`config.mk`:
```
export PLATFORM = sky130hd
export DESIGN_NAME = mem_access_unit
export DESIGN_NICKNAME = d
export VERILOG_FILES = /design/src/rtl/mem_pkg.sv /design/src/rtl/mem_lane_merge.sv /design/src/rtl/mem_access_unit.sv
export SDC_FILE = /design/constraint.sdc
export NUM_CORES = 1
export LEC_CHECK = 0
export CAP_MARGIN = 20
export CORE_MARGIN = 10
export CORE_UTILIZATION = 41
export CTS_BUF_LIST = sky130_fd_sc_hd__clkbuf_16
export CTS_CLUSTER_DIAMETER = 60
export DETAILED_ROUTE_END_ITERATION = 16
export HOLD_SLACK_MARGIN = 0.06
export PLACE_DENSITY = 0.8
export SLEW_MARGIN = 10
export SYNTH_ARGS = -nofsm -noshare
export SYNTH_HDL_FRONTEND = slang
export SYNTH_SLANG_ARGS = --single-unit
export TNS_END_PERCENT = 30
```
`constraint.sdc`:
```
create_clock -name clk -period 4.4 [get_ports clk]
set_input_delay 0.44 -clock clk [delete_from_list [all_inputs] [get_ports clk]]
set_output_delay 0.44 -clock clk [all_outputs]
set_load 0.005 [all_outputs]
```
`src/rtl/mem_pkg.sv`:
```
// Shared encodings for the memory access unit: request kinds, access sizes,
// FSM states and big-endian lane helpers.
package mem_pkg;

    typedef enum logic [1:0] {
        KIND_FETCH = 2'd0,
        KIND_LOAD  = 2'd1,
        KIND_STORE = 2'd2,
        KIND_RSVD  = 2'd3
    } kind_e;

    typedef enum logic [1:0] {
        SIZE_BYTE = 2'd0,
        SIZE_HALF = 2'd1,
        SIZE_WORD = 2'd2,
        SIZE_RSVD = 2'd3
    } size_e;

    typedef enum logic [2:0] {
        ST_IDLE   = 3'd0,
        ST_READ   = 3'd1,
        ST_WRITE  = 3'd2,
        ST_RMW_RD = 3'd3,
        ST_RESP   = 3'd4
    } state_t;

    localparam logic [1:0] OFS_B0 = 2'd0;
    localparam logic [1:0] OFS_B3 = 2'd3;
    localparam logic [1:0] OFS_H0 = 2'd0;
    localparam logic [1:0] OFS_H1 = 2'd2;

    // Big-endian: byte offset 0 sits in the top lane, so the right shift is (3 - ofs) * 8.
    function automatic logic [4:0] lane_shift(input logic [1:0] ofs);
        return {~ofs, 3'b000};
    endfunction

endpackage

```
`src/rtl/mem_lane_merge.sv`:
```
// Combinational byte/halfword lane logic: extract-and-extend for loads and
// insert-into-old-word for read-modify-write stores (big-endian lanes).
module mem_lane_merge
    import mem_pkg::*;
#(
    parameter int DW = 32
) (
    input  logic [DW-1:0] rd_word,
    input  logic [DW-1:0] old_word,
    input  logic [DW-1:0] wdata,
    input  logic [1:0]    ofs,
    input  logic [1:0]    size,
    input  logic          sext,
    output logic [DW-1:0] load_val,
    output logic [DW-1:0] store_word
);

    function automatic logic [DW-1:0] extract_ext(input logic [DW-1:0] w,
                                                  input logic [1:0]    o,
                                                  input logic [1:0]    sz,
                                                  input logic          s);
        logic [7:0]    b;
        logic [15:0]   h;
        logic [DW-1:0] r;
        b = 8'(w >> lane_shift(o));
        h = 16'(w >> lane_shift({o[1], 1'b1}));
        case (sz)
            SIZE_BYTE: r = {{(DW-8){s & b[7]}}, b};
            SIZE_HALF: r = {{(DW-16){s & h[15]}}, h};
            default:   r = w;
        endcase
        return r;
    endfunction

    // Store data arrives right-justified; the mask trims anything above the lane.
    function automatic logic [DW-1:0] insert_lane(input logic [DW-1:0] w,
                                                  input logic [DW-1:0] d,
                                                  input logic [1:0]    o,
                                                  input logic [1:0]    sz);
        logic [DW-1:0] mask;
        logic [4:0]    sh;
        case (sz)
            SIZE_BYTE: begin
                sh   = lane_shift(o);
                mask = DW'(8'hFF) << sh;
            end
            SIZE_HALF: begin
                sh   = lane_shift({o[1], 1'b1});
                mask = DW'(16'hFFFF) << sh;
            end
            default: begin
                sh   = 5'd0;
                mask = '1;
            end
        endcase
        return (w & ~mask) | ((d << sh) & mask);
    endfunction

    assign load_val   = extract_ext(rd_word, ofs, size, sext);
    assign store_word = insert_lane(old_word, wdata, ofs, size);

endmodule

```
`src/rtl/mem_access_unit.sv`:
```
// Initiator-side memory sequencer holding IR and MDR for the multi-cycle core.
// Define MEM_SUBWORD_EN to build byte/half accesses and the RMW store path.
module mem_access_unit
    import mem_pkg::*;
#(
    parameter int AW = 32,
    parameter int DW = 32
) (
    input  logic          clk,
    input  logic          reset_n,
    input  logic          req_valid,
    output logic          req_ready,
    input  logic [1:0]    req_kind,
    input  logic [AW-1:0] req_addr,
    input  logic [DW-1:0] req_wdata,
    input  logic [1:0]    req_size,
    input  logic          req_signed,
    output logic          resp_valid,
    output logic          resp_err,
    output logic [DW-1:0] ir,
    output logic [DW-1:0] mdr,
    output logic [AW-1:0] mem_a,
    output logic [DW-1:0] mem_wd,
    output logic          mem_we,
    input  logic [DW-1:0] mem_rd
);

    state_t        state, state_nxt;
    logic [1:0]    kind_q;
    logic          err_q;
    logic [AW-3:0] waddr_q;
    logic [DW-1:0] wdata_q;
    logic [DW-1:0] ir_q;
    logic [DW-1:0] mdr_q;
    logic          req_err;
    logic          accept;
    logic [DW-1:0] load_val;
    logic [DW-1:0] store_word;

    assign accept = (state == ST_IDLE) && req_valid;

`ifdef MEM_SUBWORD_EN
    logic [1:0]    ofs_q;
    logic [1:0]    size_q;
    logic [1:0]    size_eff;
    logic          signed_q;
    logic [DW-1:0] merge_q;

    // Instruction fetches are always whole words regardless of req_size.
    always_comb begin
        size_eff = (req_kind == KIND_FETCH) ? SIZE_WORD : req_size;
        case (size_eff)
            SIZE_BYTE: req_err = 1'b0;
            SIZE_HALF: req_err = req_addr[0];
            SIZE_WORD: req_err = |req_addr[1:0];
            default:   req_err = 1'b1;
        endcase
        if (req_kind == KIND_RSVD) req_err = 1'b1;
    end

    mem_lane_merge #(.DW(DW)) u_lane (
        .rd_word    (mem_rd),
        .old_word   (merge_q),
        .wdata      (wdata_q),
        .ofs        (ofs_q),
        .size       (size_q),
        .sext       (signed_q),
        .load_val   (load_val),
        .store_word (store_word)
    );

    always_ff @(posedge clk) begin
        if (!reset_n) merge_q <= '0;
        else if (state == ST_RMW_RD) merge_q <= mem_rd;
    end

    always_ff @(posedge clk) begin
        if (accept) begin
            ofs_q    <= req_addr[1:0];
            size_q   <= size_eff;
            signed_q <= req_signed;
        end
    end
`else
    logic unused_subword;
    assign unused_subword = ^{req_size, req_signed};
    assign req_err    = (req_kind == KIND_RSVD) || (req_addr[1:0] != 2'b00);
    assign load_val   = mem_rd;
    assign store_word = wdata_q;
`endif

    always_ff @(posedge clk) begin
        if (!reset_n) state <= ST_IDLE;
        else          state <= state_nxt;
    end

    always_comb begin
        state_nxt  = state;
        req_ready  = 1'b0;
        resp_valid = 1'b0;
        resp_err   = 1'b0;
        mem_a      = '0;
        mem_wd     = '0;
        mem_we     = 1'b0;
        case (state)
            ST_IDLE: begin
                req_ready = 1'b1;
                if (req_valid) begin
                    if (req_err)                     state_nxt = ST_RESP;
                    else if (req_kind != KIND_STORE) state_nxt = ST_READ;
`ifdef MEM_SUBWORD_EN
                    else if (size_eff != SIZE_WORD)  state_nxt = ST_RMW_RD;
`endif
                    else                             state_nxt = ST_WRITE;
                end
            end
            ST_READ: begin
                mem_a     = {waddr_q, 2'b00};
                state_nxt = ST_RESP;
            end
`ifdef MEM_SUBWORD_EN
            ST_RMW_RD: begin
                mem_a     = {waddr_q, 2'b00};
                state_nxt = ST_WRITE;
            end
`endif
            ST_WRITE: begin
                mem_a     = {waddr_q, 2'b00};
                mem_wd    = store_word;
                // Gated by reset so a write caught by reset never reaches memory.
                mem_we    = reset_n;
                state_nxt = ST_RESP;
            end
            ST_RESP: begin
                resp_valid = 1'b1;
                resp_err   = err_q;
                state_nxt  = ST_IDLE;
            end
            default: state_nxt = ST_IDLE;
        endcase
    end

    always_ff @(posedge clk) begin
        if (!reset_n) begin
            kind_q <= '0;
            err_q  <= 1'b0;
            ir_q   <= '0;
            mdr_q  <= '0;
        end else begin
            if (accept) begin
                kind_q <= req_kind;
                err_q  <= req_err;
            end
            if (state == ST_READ) begin
                if (kind_q == KIND_FETCH) ir_q  <= mem_rd;
                else                      mdr_q <= load_val;
            end
        end
    end

    always_ff @(posedge clk) begin
        if (accept) begin
            waddr_q <= req_addr[AW-1:2];
            wdata_q <= req_wdata;
        end
    end

    assign ir  = ir_q;
    assign mdr = mdr_q;

endmodule

```
Word-level counts from Yosys, hierarchy flattened:

Cells that the tools add are included.

* add/sub/neg operators: 0
* multipliers: 0
* div/mod/pow operators: 0
* magnitude comparators: 0
* equal/unequal tests: 6
* shift operators: 0
* multiplexer cells: 10
* bitwise gates (word level): 1
* reductions and logical operators: 8

Operators by type and width (count)
* two-way mux 32 bit: 2
* two-way mux 3 bit: 2
* one-hot mux 3 bit (2 select lines): 1
* two-way mux 1 bit: 4
* != test 2 bit, second input constant: 2
* AND reduction 2 bit: 2
* == test 3 x 1 -> 1 bit, second input constant: 1
* == test 3 x 2 -> 1 bit, second input constant: 1
* == test 3 bit, second input constant: 1
* zero test 3 bit: 1
* == test 2 bit, second input constant: 1
* zero test 2 bit: 1
* two-way mux 2 bit: 1
* nonzero test 2 bit: 1
* OR reduction 2 bit: 1
* logical AND 1 bit: 1
* logical OR 1 bit: 1
* inverter 1 bit: 1

* flip-flop bits (word level): 132
* latch bits: 0
* memory bits (writable): 0
* bits in read-only memories: 0
* output and inout port bits: 132
* word-level logic and storage cells: 32
* memories: 0

Logic depth before layout (Yosys ltp):

Gate-level depths: netlist of run 1.

* depth in word-level cells: 5
* depth in mapped cells: 5

Worst setup path after synthesis of run 1:

Ideal clock, no wire load.

* path type: reg2reg
* start point: register state[0]
* end point: register state[1]
* library setup time: 0.086 ns
* arrival: 3.104 ns
* data required time: 4.314 ns
* setup slack: 1.210 ns
* stages on the path, launching flop included: 5
* path buffers: 1
* period minus slack after synthesis: 3.190 ns
* path through: dfxtp_1 -> buf_6 -> nor4b_4 -> nand3_1 -> nor3b_1

* longest elaborated chain between the ends: 3
* elaborated cells between the ends (all ways): 6
* classes of those cells: eq/ne: 3; mux: 1; reduce/logical: 2

RTL lines
* start, declared: RTL line mem_access_unit.sv:28 `state_t state, state_nxt;`
* start signal, assigned: RTL line mem_access_unit.sv:94 `else state <= state_nxt;`
* == test 3 x 1 -> 1 bit / == test 3 x 2 -> 1 bit (equally long branches): RTL line mem_access_unit.sv:105 `case (state)`
* OR reduction 2 bit (no line)
* one-hot mux 3 bit (2 select lines): RTL line mem_access_unit.sv:105

Several ways; a longest one is shown, not always the timed one.
A chain may end at the register's enable or synchronous reset.

Worst setup path after layout of run 1:

* start point: register state[0]
* end point: output port mem_a[25]

* longest elaborated chain between the ends: 3
* elaborated cells between the ends (all ways): 4
* classes of those cells: eq/ne: 2; mux: 1; reduce/logical: 1

RTL lines
* == test 3 x 1 -> 1 bit / == test 3 x 2 -> 1 bit (equally long branches): RTL line mem_access_unit.sv:105
* OR reduction 2 bit (no line) (*)
* two-way mux 32 bit (*): RTL line mem_access_unit.sv:105
* end, declared: RTL line mem_access_unit.sv:22 `output logic [AW-1:0] mem_a,`

Every way passes the cells marked *; elsewhere a longest branch is shown, timed or not.

==> impl_metrics.yaml, run 1 <==
floorplanning:
  start_util_pct: 41.81
  die_x_um: 130.4
  die_h_um: 130.4
  num_rows: 40
  io_pins: 236
  die_area_mm2: 0.01702
  core_area_mm2: 0.01196
layout:
  area_delta_synth_final_pct: 59.47
  nFillCells: 893
  nNetsFinal: 743
  ff_latch_area_mm2: 0.003263
  finalInstanceArea_mm2: 0.007975
  multi_input_area_mm2: 0.001588
  diodes: 0
  drive_above_1_share_pct: 6.288
place:
  place_area_mm2: 0.007388
  dpl.hpwl_um: 11340
  gp_congestion: 0.8139
  io_buffers: 230
synthesis:
  syn_avg_cell_area_um2: 12.26
  ys_warn_count: 0
  ys_seq_area_share_pct: 65.25
  synth_area_leaders: "edfxtp_1, dfxtp_1, mux2i_1"
  synth_top_area_share_pct: 37.23
  yosys.area.top_type: "edfxtp_1"
  synth_cell_types: 24
  ys_ff_latch: 132
  netlist_instances: 408
  synthesis.area_mm2: 0.005001
cts:
  post-cts-setup-buffers: 0
  tritoncts: "built"
  cts_sinks: 132
  clk_latency_ps: 410
  cts-root-buf: "clkbuf_16"
  cts_buffers: 17
  cts_buffer_depth: 2
  hold_buffers: 0
  h-tree-depth: 4
  clk_pin_slew_ps: 50
  post_cts_resized: 0
global_routing:
  grtUsageTotal_pct: 17.36
  antenna_found_initial: 0
  grt_max_degree: 102
  grt_pass1_wl_um: 22140
  grt_pass1_vias: 3927
  gr-total-overflow: 0
power:
  p_comb_share_pct: 6.7
  ir_drop_v: 0.0002437
  report.power.total_w: 0.002910
  power.share.clock_pct: 46.7
  power_switching_w: 0.0005744
  p_sw_share_pct: 19.74
  seq_power_share_pct: 46.6
  power.leakage_nw: 3.102
  p_per_area_mw_per_mm2: 364.9
  internal-power_w: 0.002336
detailed_routing:
  drtPass1Iterations: 5
  drc: 0
  wl_per_cell_um: 18.88
  num_vias: 3785
  drtIter0Drc: 195
  drt-total-wl_um: 15080
  via_per_inst: 4.737
  postRouteAntennaNets: 0
flow_run:
  drv_cap: 0
timing:
  finalSetupViolCount: 0
  timing.final.crit_share_pct: 60.45
  max_slew_margin_pct: 30.01
  skew_ps: 4.718
  hold_viol: 0
  period_minus_slack_ps: 2660
  max_freq_mhz: 376.0
  setup-tns-final_ps: 0
  slew_violations: 0
  rsz0062_at_grt: "false"
  worstMarginPinSlew_ps: 1050
critical_path:
  end_kind: "output pin"
  cp_num_buf_inv: 2
  cpPeakStageDelay_ps: 570
  crit_arrival_ps: 2220
  slowest_stage: "clkdlybuf4s50_1"
  critPathKind: "reg -> out"
  worstPathRequired_ps: 3960
  path_delay_family: "buffers and inverters"
  crit-reg2reg-launch: "state[0]$_SDFFE_PN0P_"
  r2r_cells: 2
  startpoint_type: "register"
  path_cells: "xnor2_1 -> nor2_1 -> buf_4 -> and2_1 -> clkdlybuf4s50_1"
  r2r-end: "mdr[3]$_SDFFE_PN0P_"
  r2r_setup_slack_ps: 2540
  cp_max_fo: 30
hold_path:
  worstHoldStart: "mdr[21]$_SDFFE_PN0P_"
  hp-class: "reg -> reg"
  min_to: "mdr[21]$_SDFFE_PN0P_"
  min_path_cells: 2
outcome:
  outcome: "finished, final reports clean"
## worst min-delay path, cell delays in order (launching register included)
cell and delay, ps:
dfxtp_1 300, nand2_1 50, mux2i_1 50
## cell families (layout without fill, tap and decap cells)
kind of cell,count (synthesis),count (layout),synth area share [%]
other cells,1,2,0.07498
compound gates,3,3,0.5755
flops,132,132,65.25
buf+inv,28,271,3.202
xor+xnor,1,1,0.1752
simple gates,177,177,17.51
mux,66,66,13.21
## power by group through the flow
stage,Sequential [W],Clock [W],Combinational (W)
detailed placement,0.00138,0,0.000195
floorplan,0.00138,0,0.0000652
global route,0.00136,0.00144,0.000212
global placement,0.00138,0,0.000189
finish,0.00136,0.00136,0.000196
CTS,0.00136,0.00139,0.000197
## placed cells by master (no fill, tap or decap), types with 2 or more instances in the layout
master           netlist  routed
and2_1                64      64
buf_4                  5       7
bufinv_16              0       3
clkbuf_16              0      17
clkdlybuf4s50_1        0     229
clkinv_2               0       5
conb_1                 1       2
dfxtp_1               70      70
edfxtp_1              62      62
inv_1                  1       5
mux2i_1               66      66
nand2_1               97      97
nor2_1                 6       6
nor2b_1                2       2
nor3b_1                2       2
## cells in the mapped netlist
master,count
or3_1,1
mux2i_1,66
nor2_1,6
buf_4,5
a211oi_1,1
buf_2,2
buf_6,4
and2_1,64
edfxtp_1,62
nor3b_1,2
o211a_1,1
nand2_1,97
clkbuf_2,3
inv_1,1
nand3_1,2
nor4b_4,1
and3b_1,1
nor2b_1,2
nor3b_2,1
clkbuf_1,13
o221a_2,1
xnor2_1,1
conb_1,1
dfxtp_1,70
## flip-flops by register name, indices dropped and copies added, names as in the netlist
| register | flops |
|---|---|
| ir | 32 |
| waddr_q | 30 |
| mdr | 32 |
| store_word | 32 |
| err_q | 1 |
| kind_q | 2 |
| state | 3 |
## worst max path at each step
stage | cells past startpoint | to | slack (ps) | startpoint
after global placement | 3 | store_word[30]$_DFFE_PP_ | 1830 | req_valid
after global routing | 5 | mem_a[25] | 1610 | state[0]$_SDFFE_PN0P_
after CTS | 5 | mem_a[25] | 1720 | state[0]$_SDFFE_PN0P_
after floorplan | 4 | state[1]$_SDFFE_PN0P_ | 1210 | state[0]$_SDFFE_PN0P_
after detailed placement | 3 | waddr_q[24]$_DFFE_PP_ | 1780 | req_valid
final | 5 | mem_a[25] | 1740 | state[0]$_SDFFE_PN0P_
## through the flow
| step | hold WS [ps] | std cells | util [%] | setup WS, ps |
|---|---|---|---|---|
| 2_1_floorplan | 451.1 | 409 | - | 1210 |
| 3_3_place_gp | 441.5 | 766 | 61.77 | 1833 |
| 3_5_place_dp | 451.2 | 766 | 61.77 | 1783 |
| 4_1_cts | 461.7 | 798 | 66.58 | 1716 |
| 5_1_grt | 476.2 | 799 | 66.67 | 1609 |
| 6_report | 457.3 | 799 | 66.67 | 1740 |
## per-layer routing
layer	track usage [%]	vias to the layer above	share of wire [%]
met5	0	-	0
met4	7.456	0	1.8
met3	9.146	18	14
met2	28.87	176	48
met1	18.01	1767	36
li1	-	1824	-
## layout make-up
cell class,instances,share of cell area [%]
flip-flops and latches,132,40.92
inverters,1,0.04707
multi-input cells,249,19.91
clock inverters,15,1.883
well taps,147,2.306
repair buffers,238,29.60
clock buffers,17,5.334
(Power assumes the default switching activity.)
==> inputs of run 2 (changes only) <==
CORE_UTILIZATION = 37   (was 41)
PLACE_DENSITY = 0.76   (was 0.8)
clock period = 2.3 ns   (was 4.4 ns; I/O delays follow)
==> impl_metrics.yaml, run 2 (synthesis gave the netlist of run 1 again) <==
hold_path:
  hp-class: "in -> reg"
global_routing:
  gr-total-overflow: 0
  met2_usage_pct: 23.57
  grt_pass1_wl_um: 21490
  grt_pass1_vias: 3878
  grtUsageTotal_pct: 15.15
  gr-usage-met1_pct: 17.62
  antenna_found_initial: 1
  grt_max_degree: 102
  busiest_layer: "met2"
  met3_usage_pct: 7.601
detailed_routing:
  postRouteAntennaNets: 0
  num_vias: 3795
  drt-total-wl_um: 14730
  drtIter0Drc: 150
  drc: 0
  via_per_inst: 4.567
  drtPass1Iterations: 4
  wl_per_cell_um: 17.72
critical_path:
  end_kind: "output pin"
  path_delay_family: "buffers and inverters"
  cp_num_buf_inv: 3
  crit_arrival_ps: 1990
  worstPathRequired_ps: 2070
  startpoint_type: "register"
  path_cells: "xnor2_1 -> nor2_2 -> buf_4 -> buf_6 -> and2_1 -> clkdlybuf4s50_1"
  cpPeakStageDelay_ps: 510
  slowest_stage: "clkdlybuf4s50_1"
  cp_max_fo: 15
  r2r_setup_slack_ps: 750
  critPathKind: "reg -> out"
floorplanning:
  die_x_um: 136.3
  die_area_mm2: 0.01857
  core_area_mm2: 0.01324
  io_pins: 236
  num_rows: 42
  die_h_um: 136.3
  start_util_pct: 37.76
layout:
  nFillCells: 1048
  nNetsFinal: 745
  fin_cells: 831
  mostFrequentLayoutCells: "clkdlybuf4s50_1, nand2_1, dfxtp_1, mux2i_1, and2_1"
  final_core_utilization_pct: 60.48
  area_delta_synth_final_pct: 60.15
  final_common_cell: "clkdlybuf4s50_1"
  drive_above_1_share_pct: 6.422
timing:
  skew_ps: 6.279
  timing.final.crit_share_pct: 96.49
  max_slew_margin_pct: 60.54
  hold_viol: 0
  max_freq_mhz: 450.6
  slew_violations: 0
  period_minus_slack_ps: 2219
  worstMarginPinSlew_ps: 591.9
  finalSetupViolCount: 0
place:
  dpl.hpwl_um: 10780
  placed_cells: 795
  gp_congestion: 0.7876
  io_buffers: 230
power:
  power.leakage_nw: 3.109
  p_per_area_mw_per_mm2: 649.2
  ir_drop_v: 0.0004074
  report.power.total_w: 0.005200
cts:
  tritoncts: "built"
  h-tree-depth: 4
  cts-root-buf: "clkbuf_16"
  cts_buffer_depth: 2
  cts_buffers: 17
  cts_sinks: 132
  clk_pin_slew_ps: 50
  clk_latency_ps: 410
flow_run:
  drv_cap: 0
outcome:
  outcome: "finished, final reports clean"
-- run 2: cell count changes in the layout (fill, tap and decap cells not counted), sizes merged --
cell           previous run  this run
buf                       9        11
bufinv                    3         0
diode                     0         1
inv                       5         8
dlymetal6s2s              0         1
clkdlybuf4s50           229       228
-- run 2: metrics by stage --
step	cell area, um^2	hold WS (ps)	setup slack [ps]	TNS [ps]
2_1_floorplan	5006	302.4	-866.6	-49500
3_3_place_gp	7463	441.8	397.7	0
3_5_place_dp	7463	447.9	387.9	0
4_1_cts	7959	349.6	57.85	0
5_1_grt	8006	352.8	-16.90	-136.7
6_report	8009	373.2	80.70	0
-- run 2: cell type report --
class	count	area, um^2	area share [%]
Inverter	1	3.754	0.04687
Timing Repair Buffer	240	2427	30.31
Multi-Input combinational cell	249	1597	19.93
Antenna cell	1	2.502	0.03125
Tap cell	176	220.2	2.750
Clock buffer	17	425.4	5.312
Sequential cell	132	3269	40.82
Clock inverter	15	63.81	0.7968
-- run 2: routing by layer --
layer,up-vias,part of all wire (%)
met4,0,1.3
met3,17,12
met2,195,45
met1,1753,41
met5,-,0
li1,1830,-
-- run 2: worst paths after layout --
kind	end	cells after the start	start
max	mem_a[25]	6	state[0]$_SDFFE_PN0P_
min	store_word[16]$_DFFE_PP_	1	req_wdata[16]
max reg2reg	state[1]$_SDFFE_PN0P_	4	state[2]$_SDFFE_PN0P_
min reg2reg	ir[7]$_SDFFE_PN0P_	2	ir[7]$_SDFFE_PN0P_
-- run 2: repair_timing --
action                     CTS  global route
hold buffers                 0             0
setup endpoints to repair   37            31
pin swaps                    0             1
resized for setup            3            11
gates cloned                 0             2
buffers inserted             0             1
-- run 2: power breakdown --
| part | internal [W] | leakage (nW) | switching, W |
|---|---|---|---|
| Combinational | 0.000230 | 1.68 | 0.000148 |
| Sequential | 0.00257 | 1.16 | 0.0000266 |
| Clock | 0.00132 | 0.264 | 0.000904 |
==> inputs of run 3 (changes only) <==
CAP_MARGIN = 40   (was 20)
RECOVER_POWER = 50   (was not set)
clock period = 1.9 ns   (was 2.3 ns; I/O delays follow)
==> impl_metrics.yaml, run 3 (synthesis gave the netlist of run 1 again) <==
global_routing:
  met2_usage_pct: 25.92
  antenna_found_initial: 0
  gr-usage-met1_pct: 17.59
  busiest_layer: "met2"
  grt_pass1_wl_um: 22790
  met3_usage_pct: 9.446
  gr-total-overflow: 0
  grt_pass1_vias: 3996
  grt_max_degree: 102
  grtUsageTotal_pct: 16.03
floorplanning:
  num_rows: 42
  start_util_pct: 37.76
  die_area_mm2: 0.01857
  die_h_um: 136.3
  die_x_um: 136.3
  io_pins: 236
  core_area_mm2: 0.01324
cts:
  clk_latency_ps: 400
  hold_buffers: 0
  cts_sinks: 132
  tritoncts: "built"
  cts-root-buf: "clkbuf_16"
  h-tree-depth: 4
  cts_buffers: 17
  clk_pin_slew_ps: 60
  cts_buffer_depth: 2
power:
  p_per_area_mw_per_mm2: 826.5
  power.leakage_nw: 3.757
  ir_drop_v: 0.0004993
  report.power.total_w: 0.006830
critical_path:
  crit_arrival_ps: 1730
  worstPathRequired_ps: 1710
  crit-reg2reg-launch: "state[1]$_SDFFE_PN0P_"
  cp-startpoint: "state[0]$_SDFFE_PN0P_"
  startpoint_type: "register"
  cpPeakStageDelay_ps: 360
  path_cells: "buf_6 -> xnor2_2 -> nor2_2 -> buf_6 -> buf_12 -> buf_4 -> and2_4 -> buf_6"
  path_common_cell: "buf_6"
  cp_max_fo: 8
  r2r_setup_slack_ps: 170
  slowest_stage: "dfxtp_4"
  end_kind: "output pin"
  critPathKind: "reg -> out"
outcome:
  failed_checks: "setup timing"
  outcome: "finished, violations left"
layout:
  finalInstanceArea_mm2: 0.008264
  fin_cells: 848
  area_delta_synth_final_pct: 65.25
  nFillCells: 1039
  drive_above_1_share_pct: 17.86
  final_core_utilization_pct: 62.41
  diodes: 0
  nNetsFinal: 763
  final_common_cell: "clkdlybuf4s50_1"
  mostFrequentLayoutCells: "clkdlybuf4s50_1, nand2_1, dfxtp_1, mux2i_1"
hold_path:
  hp-class: "in -> reg"
  worstHoldStart: "reset_n"
timing:
  worst_slack_ps: -20.82
  timing.final.crit_share_pct: 101.1
  skew_ps: 5.110
  max_slew_margin_pct: 57.12
  rsz0062_at_grt: "true"
  period_minus_slack_ps: 1921
  finalSetupViolCount: 1
  max_freq_mhz: 520.6
  slew_violations: 0
  hold_viol: 0
  setup-tns-final_ps: -20.82
  worstMarginPinSlew_ps: 643.2
place:
  placed_cells: 802
  place_area_mm2: 0.007566
  gp_congestion: 0.7673
  io_buffers: 230
  dpl.hpwl_um: 11070
detailed_routing:
  num_vias: 3877
  postRouteAntennaNets: 0
  wl_per_cell_um: 18.01
  drtIter0Drc: 134
  via_per_inst: 4.572
  drtPass1Iterations: 6
  drc: 0
  drt-total-wl_um: 15270
flow_run:
  drv_cap: 0
[run 3: changes by cell type in the layout (fill, tap and decap cells not counted), sizes merged, moves of 3 or more]
cell	change
buf	+57
clkbuf	+6
clkdlybuf4s50	-127
inv	-3
bufinv	+3
dlygate4sd3	+62
dlymetal6s2s	+19
[run 3: repair_timing]
action / CTS / global route
gates cloned: 3 / 0
pin swaps: 2 / 9
setup endpoints to repair: 66 / 64
gates resized for setup: 153 / 75
endpoints found under the hold margin: 0 / 0
setup buffers: 6 / 5
[run 3: worst paths after layout]
| kind | depth (start not counted) | endpoint |
|---|---|---|
| worst max-delay path | 8 | mem_a[26] |
| worst min register to register | 2 | mdr[30]$_SDFFE_PN0P_ |
| worst min-delay path | 3 | state[2]$_SDFFE_PN0P_ |
| worst max register to register | 5 | ir[12]$_SDFFE_PN0P_ |
[run 3: through the flow]
stage,hold WS [ps],worst slack (ps)
floorplan,262.4,-1267
global placement,442.7,209.4
detailed placement,449.1,168.2
CTS,315.5,-210.0
global route,346.6,-107.7
finish,349.1,-20.82
[run 3: area by class of cell]
type                       instances  area (um^2)  share of cell area [%]
inverter                           1        3.754                 0.04542
multi-input combinational        249         1635                   19.79
sequential                       132         3274                   39.62
clock inverter                    14        141.4                   1.711
tap                              176        220.2                   2.665
timing repair buffer             258         2539                   30.72
clock buffer                      18        450.4                   5.450
[run 3: layer usage]
layer | routed length [um] | part of all wire (%)
met5 | 0 | 0
met1 | 6168 | 40
met3 | 1828 | 12
met2 | 7152 | 47
met4 | 124 | 0.81
[run 3: critical path, delay by kind of cell, from the launching register on]
family        cells  cell delay (ps)
buf+inv           5              570
simple gates      2              270
xor+xnor          1              120
flops             1              360
[run 3: where the power goes]
part / internal (W) / switching (W)
logic: 0.000276 / 0.000190
registers: 0.00311 / 0.0000319
clock network: 0.00210 / 0.00112
total: 0.00549 / 0.00134
